### config.mk
export PLATFORM = sky130hd
export DESIGN_NAME = path_arbiter_flat
export DESIGN_NICKNAME = d
export VERILOG_FILES = /design/src/rtl/path_pkg.sv /design/src/rtl/path_arbiter_if.sv /design/src/rtl/path_arbiter_rr_pick.sv /design/src/rtl/path_arbiter.sv /design/src/flat_wrapper.sv
export SDC_FILE = /design/constraint.sdc
export NUM_CORES = 1
export LEC_CHECK = 0
export BUFFER_PORTS_ARGS = -buffer_cell sky130_fd_sc_hd__buf_2
export CORE_ASPECT_RATIO = 0.75
export CORE_MARGIN = 2
export CORE_UTILIZATION = 33
export CTS_CLUSTER_SIZE = 40
export DETAILED_ROUTE_END_ITERATION = 7
export PLACE_DENSITY_LB_ADDON = 0.3
export SYNTH_ARGS = -nofsm -noshare
export SYNTH_HDL_FRONTEND = slang
export SYNTH_HIERARCHICAL = 1
export SYNTH_SLANG_ARGS = --single-unit
export TNS_END_PERCENT = 10
### constraint.sdc
create_clock -name clk -period 3.9 [get_ports clk]
set_input_delay 0.78 -clock clk [delete_from_list [all_inputs] [get_ports clk]]
set_output_delay 0.78 -clock clk [all_outputs]
set_load 0.01 [all_outputs]
### src/rtl/path_pkg.sv
// Shared definitions for the path arbiter slice: arbiter state encoding and
// a width helper that never returns zero.
package path_pkg;

  typedef enum logic {ARB_IDLE, ARB_HOLD} arb_state_e;

  // Bits needed to index n items, at least 1 so single-entry vectors stay legal.
  function automatic int clog2_safe(input int n);
    int r;
    r = $clog2(n);
    return (r < 1) ? 1 : r;
  endfunction

endpackage

### src/rtl/path_arbiter_if.sv
// Bundle between the path instances / consumer and the path arbiter.
// With ARB_STATS_EN defined the bundle also carries the grant counters.
interface path_arbiter_if
  import path_pkg::*;
#(
  parameter int DWIDTH    = 8,
  parameter int NUM_PATHS = 4
);
  localparam int OW = clog2_safe(NUM_PATHS);

  logic [NUM_PATHS-1:0]        req_i;
  logic [NUM_PATHS*DWIDTH-1:0] data_i;
  logic                        out_ready_i;
  logic [NUM_PATHS-1:0]        gnt_o;
  logic [DWIDTH-1:0]           data_o;
  logic                        valid_o;
  logic [OW-1:0]               owner_o;
`ifdef ARB_STATS_EN
  logic                        stats_clr_i;
  logic [NUM_PATHS*16-1:0]     stats_o;

  modport master (output req_i, data_i, out_ready_i, stats_clr_i,
                  input  gnt_o, data_o, valid_o, owner_o, stats_o);
  modport slave  (input  req_i, data_i, out_ready_i, stats_clr_i,
                  output gnt_o, data_o, valid_o, owner_o, stats_o);
`else
  modport master (output req_i, data_i, out_ready_i,
                  input  gnt_o, data_o, valid_o, owner_o);
  modport slave  (input  req_i, data_i, out_ready_i,
                  output gnt_o, data_o, valid_o, owner_o);
`endif
endinterface

### src/rtl/path_arbiter_rr_pick.sv
// Combinational round-robin find-first: returns the first set bit of req
// scanning start, start+1, ... with wrap, as one-hot plus index.
module rr_pick
  import path_pkg::*;
#(
  parameter int N  = 4,
  parameter int IW = clog2_safe(N)
) (
  input  logic [N-1:0]  req,
  input  logic [IW-1:0] start,
  output logic [N-1:0]  gnt,
  output logic [IW-1:0] idx,
  output logic          found
);

  // Walk N positions from start; explicit wrap keeps non-power-of-two N correct.
  always_comb begin
    int            c;
    logic [IW-1:0] ci;
    gnt   = '0;
    idx   = '0;
    found = 1'b0;
    c     = 0;
    ci    = '0;
    for (int i = 0; i < N; i++) begin
      c = int'(start) + i;
      if (c >= N) c = c - N;
      ci = IW'(c);
      if (!found && req[ci]) begin
        found   = 1'b1;
        idx     = ci;
        gnt[ci] = 1'b1;
      end
    end
  end

endmodule

### src/rtl/path_arbiter.sv
// Round-robin arbiter sharing one registered output channel among NUM_PATHS
// paths, with a burst limit of MAX_BURST beats before priority rotates.
// Grant is combinational; data/valid/owner are registered.
// Optional ARB_STATS_EN: per-path 16-bit saturating grant counters.
module path_arbiter
  import path_pkg::*;
#(
  parameter int DWIDTH    = 8,
  parameter int NUM_PATHS = 4,
  parameter int MAX_BURST = 4
) (
  input  logic           clk,
  input  logic           rst_n,
  path_arbiter_if.slave  bus
);

  localparam int OW = clog2_safe(NUM_PATHS);
  localparam int BW = clog2_safe(MAX_BURST);
  localparam logic [BW-1:0] BLAST = BW'(MAX_BURST - 1);
  localparam logic [OW-1:0] OLAST = OW'(NUM_PATHS - 1);

  arb_state_e           state_q, state_d;
  logic [OW-1:0]        owner_q, owner_d, start, sel, pick_idx;
  logic [BW-1:0]        cnt_q, cnt_d;
  logic [NUM_PATHS-1:0] own_oh, pick_oh, gnt;
  logic                 pick_any, hold_ok, others, cont, rewrap, take;
  logic [DWIDTH-1:0]    data_q;
  logic                 valid_q;

  assign own_oh  = NUM_PATHS'(1) << owner_q;
  assign hold_ok = (state_q == ARB_HOLD) && bus.req_i[owner_q];
  assign others  = |(bus.req_i & ~own_oh);
  assign cont    = hold_ok && (cnt_q < BLAST);
  assign rewrap  = hold_ok && (cnt_q == BLAST) && !others;
  // Search begins just past the owner so the owner is considered last.
  assign start   = (owner_q == OLAST) ? '0 : owner_q + 1'b1;

  rr_pick #(.N(NUM_PATHS), .IW(OW)) u_pick (
    .req   (bus.req_i),
    .start (start),
    .gnt   (pick_oh),
    .idx   (pick_idx),
    .found (pick_any)
  );

  // Grant decision and next state; a stalled consumer freezes everything.
  always_comb begin
    gnt     = '0;
    take    = 1'b0;
    sel     = owner_q;
    state_d = state_q;
    owner_d = owner_q;
    cnt_d   = cnt_q;
    if (bus.out_ready_i) begin
      if (cont || rewrap) begin
        take = 1'b1;
      end else if (pick_any) begin
        take = 1'b1;
        sel  = pick_idx;
      end
      if (take) begin
        gnt     = NUM_PATHS'(1) << sel;
        owner_d = sel;
        state_d = ARB_HOLD;
        cnt_d   = cont ? cnt_q + 1'b1 : '0;
      end else begin
        state_d = ARB_IDLE;
        cnt_d   = '0;
      end
    end
  end

  // State, owner, burst count and registered output stage.
  always_ff @(posedge clk) begin
    if (!rst_n) begin
      state_q <= ARB_IDLE;
      owner_q <= '0;
      cnt_q   <= '0;
      data_q  <= '0;
      valid_q <= 1'b0;
    end else begin
      state_q <= state_d;
      owner_q <= owner_d;
      cnt_q   <= cnt_d;
      valid_q <= take;
      if (take) data_q <= bus.data_i[int'(sel)*DWIDTH +: DWIDTH];
    end
  end

  assign bus.gnt_o   = gnt;
  assign bus.data_o  = data_q;
  assign bus.valid_o = valid_q;
  assign bus.owner_o = owner_q;

`ifdef ARB_STATS_EN
  for (genvar k = 0; k < NUM_PATHS; k++) begin : g_stat
    logic [15:0] gcnt;
    // Saturating grant counter; clear wins over increment.
    always_ff @(posedge clk) begin
      if (!rst_n)                             gcnt <= '0;
      else if (bus.stats_clr_i)               gcnt <= '0;
      else if (gnt[k] && (gcnt != 16'hFFFF))  gcnt <= gcnt + 16'd1;
    end
    assign bus.stats_o[k*16 +: 16] = gcnt;
  end
`endif

endmodule

### src/flat_wrapper.sv
// flat-port wrapper written by rule: the top's interface ports become plain ports
module path_arbiter_flat import path_pkg::*;
#(
  parameter int DWIDTH    = 8,
  parameter int NUM_PATHS = 4,
  parameter int MAX_BURST = 4
)
  (clk, rst_n, bus_req_i, bus_data_i, bus_out_ready_i, bus_gnt_o, bus_data_o, bus_valid_o, bus_owner_o);
  path_arbiter_if #(.DWIDTH(DWIDTH), .NUM_PATHS(NUM_PATHS)) bus_i ();
  input  logic clk;
  input  logic rst_n;
  input wire logic [$bits(bus_i.req_i)-1:0] bus_req_i;
  input wire logic [$bits(bus_i.data_i)-1:0] bus_data_i;
  input wire logic [$bits(bus_i.out_ready_i)-1:0] bus_out_ready_i;
  output wire logic [$bits(bus_i.gnt_o)-1:0] bus_gnt_o;
  output wire logic [$bits(bus_i.data_o)-1:0] bus_data_o;
  output wire logic [$bits(bus_i.valid_o)-1:0] bus_valid_o;
  output wire logic [$bits(bus_i.owner_o)-1:0] bus_owner_o;
  assign bus_i.req_i = bus_req_i;
  assign bus_i.data_i = bus_data_i;
  assign bus_i.out_ready_i = bus_out_ready_i;
  assign bus_gnt_o = bus_i.gnt_o;
  assign bus_data_o = bus_i.data_o;
  assign bus_valid_o = bus_i.valid_o;
  assign bus_owner_o = bus_i.owner_o;
  path_arbiter #(.DWIDTH(DWIDTH), .NUM_PATHS(NUM_PATHS), .MAX_BURST(MAX_BURST)) u_core (.clk(clk), .rst_n(rst_n), .bus(bus_i));
endmodule
==> results.yml <==
clock_network:
  cts_buffers: 3
  ctsRootBufferMaster: "clkbuf_8"
  cts_htree_levels: 1
  clock_sinks: 14
  clock_latency_ns: 0.24
  clock_path_buffers: 2
  cts.clk_slew.worst_paths_ns: 0.06
  cts_tree: "done"
  postCtsHoldBufs: 0
placed_design:
  place.detailed.hpwl_um: 2435
  io_buffers: 53
  gp_congestion: 0.7586
  dp.cells: 234
cells_and_area:
  drive_gt1_frac: 0.4332
  stdcell_count: 239
  multi_input_area_um2: 994.7
  seq_area_um2: 284.0
  n_antenna_cell: 0
  nNetsFinal: 233
  area_growth_pct: 34.18
  nFillCells: 353
synth:
  avgSynthCellArea_um2: 9.662
  synthesis.area_um2: 1285
  synth_warnings: 6
  synth_nets: 178
  synth_cells: 133
global_routing:
  grt_pass1_vias: 1071
  grt_max_degree: 18
  antenna_found_initial: 0
  globalRouteOverflowTotal: 0
  track_usage: 0.1428
  grt_pass1_wl_um: 5244
detailed_routing:
  first_iter_violations: 137
  via_per_inst: 5.146
  via_count: 1230
  routedWlPerCell_um: 14.09
  drt-total-wl_um: 3368
  drc: 0
  firstDrtPassIters: 4
  ant_nets: 0
worst_setup_path:
  setup.worst_path.start_class: "flop"
  timing.rr.start: "u_core/bus.owner_o[1]"
  worstSetupPathType: "flop to primary output"
  crit_arrival_ns: 2.98
  worst_ep_required_time_ns: 3.12
  cp-end-kind: "primary output"
  crit_fanout: 7
  critPathLaunch: "u_core/bus.owner_o[1]"
floorplanning:
  rows: 19
  coreArea_um2: 3685
  start_util: 0.3487
  die_y_um: 58.04
  ios: 54
  die-area_um2: 4414
  dieWidth_um: 76.06
job:
  drv_cap: 0
sta:
  period_minus_slack_ns: 3.761
  finalSetupTns_ns: 0
  finalCritPeriodShare: 0.9644
  fmax_mhz: 265.9
  rsz0062_at_grt: "no"
  finalClockSkew_ns: 0.003800
  relSlewSlack: 0.7453
  slew_violations: 0
  hold_viol_final: 0
  setup_viol: 0
  worst_pin_slew_ns: 0.3714
power_and_ir_drop:
  p_switching_uw: 599.8
  intPower_uw: 728.1
  pwr-share-comb: 0.740
  power.leakage_nw: 0.8486
  seq_power_share: 0.152
  p_clk_frac: 0.107
  irDropWorstVdd_uv: 298.1
  swShare: 0.4517
  p_per_area_nw_per_um2: 770.1
min_path:
  hp-start: "u_core/cnt_q[1]"
  hold_path.class: "flop to flop"
outcome:
  outcome: "completed"
==> path summary, 6_finish.rpt <==
kind / end / slack, ns / cells past startpoint
max: bus_gnt_o[1] / 0.14 / 11
min: u_core/cnt_q[1] / 0.48 / 2
max reg2reg: u_core/bus.data_o[2] / 0.49 / 14
min reg2reg: u_core/cnt_q[1] / 0.48 / 2
==> power by group through the flow <==
| stage | logic [mW] | clock network (mW) | registers, mW |
|---|---|---|---|
| finish | 0.983 | 0.142 | 0.202 |
| global route | 1.07 | 0.155 | 0.207 |
| CTS | 0.888 | 0.146 | 0.201 |
| detailed placement | 0.878 | 0 | 0.203 |
| global placement | 0.875 | 0 | 0.202 |
| floorplan | 0.695 | 0 | 0.218 |
==> routing by layer <==
layer,global-route usage,part of all wire
met1,0.2168,0.51
met2,0.2054,0.45
met3,0.04206,0.039
met5,0,0
met4,0.01558,0.0018
==> stage by stage <==
step	total power [mW]	hold WS, ns	instance area (µm²)	util	worst slack, ns
floorplan	0.9132	0.4447	1285	-	0.2819
global placement	1.078	0.4582	1592	0.4319	0.2706
detailed placement	1.082	0.4694	1592	0.4319	0.1737
CTS	1.235	0.4756	1654	0.4489	0.05043
global route	1.432	0.5246	1724	0.4679	0.0008280
finish	1.328	0.4769	1724	0.4679	0.1388
==> area by class of cell <==
class                           instances  area share
Inverter                                6     0.01306
Clock buffer                            4     0.03193
Sequential cell                        14      0.1647
Timing Repair Buffer                   58      0.1756
Multi-Input combinational cell        105      0.5769
Tap cell                               52     0.03774
==> placed cells by master (no fill, tap or decap), drive strengths merged, types with 4 or more instances in the layout <==
cell type / instances
nor2b: 8
ha: 6
dfxtp: 14
nand2: 9
buf: 58
clkbuf: 4
mux4: 4
a21oi: 4
inv: 5
nand2b: 4
o211ai: 9
mux2i: 23
nor2: 8
o221ai: 9
==> what timing repair did <==
action                                  4_1_cts  5_1_grt
cloned                                        0        0
endpoints found under the hold margin         0        0
pin swaps                                     0        0
buffers inserted                              0        1
endpoints found under the setup margin        3        4
gates resized for setup                       2       12
==> state kept, by name, indices dropped and copies added, names as in the netlist <==
| signal | count |
|---|---|
| u_core/bus.valid_o | 1 |
| u_core/bus.data_o | 8 |
| u_core/bus.owner_o | 2 |
| u_core/cnt_q | 2 |
| u_core/state_q | 1 |
==> critical path, stage by stage, from the launching register on <==
cell      delay, ns
dfxtp_4        0.38
inv_1          0.10
ha_4           0.31
inv_1          0.10
ha_4           0.30
mux4_2         0.38
nor3_1         0.28
nand2b_1       0.24
a21oi_2        0.27
a31oi_4        0.06
and3_1         0.18
buf_2          0.13
No activity file was read; power rests on OpenSTA's default activity.
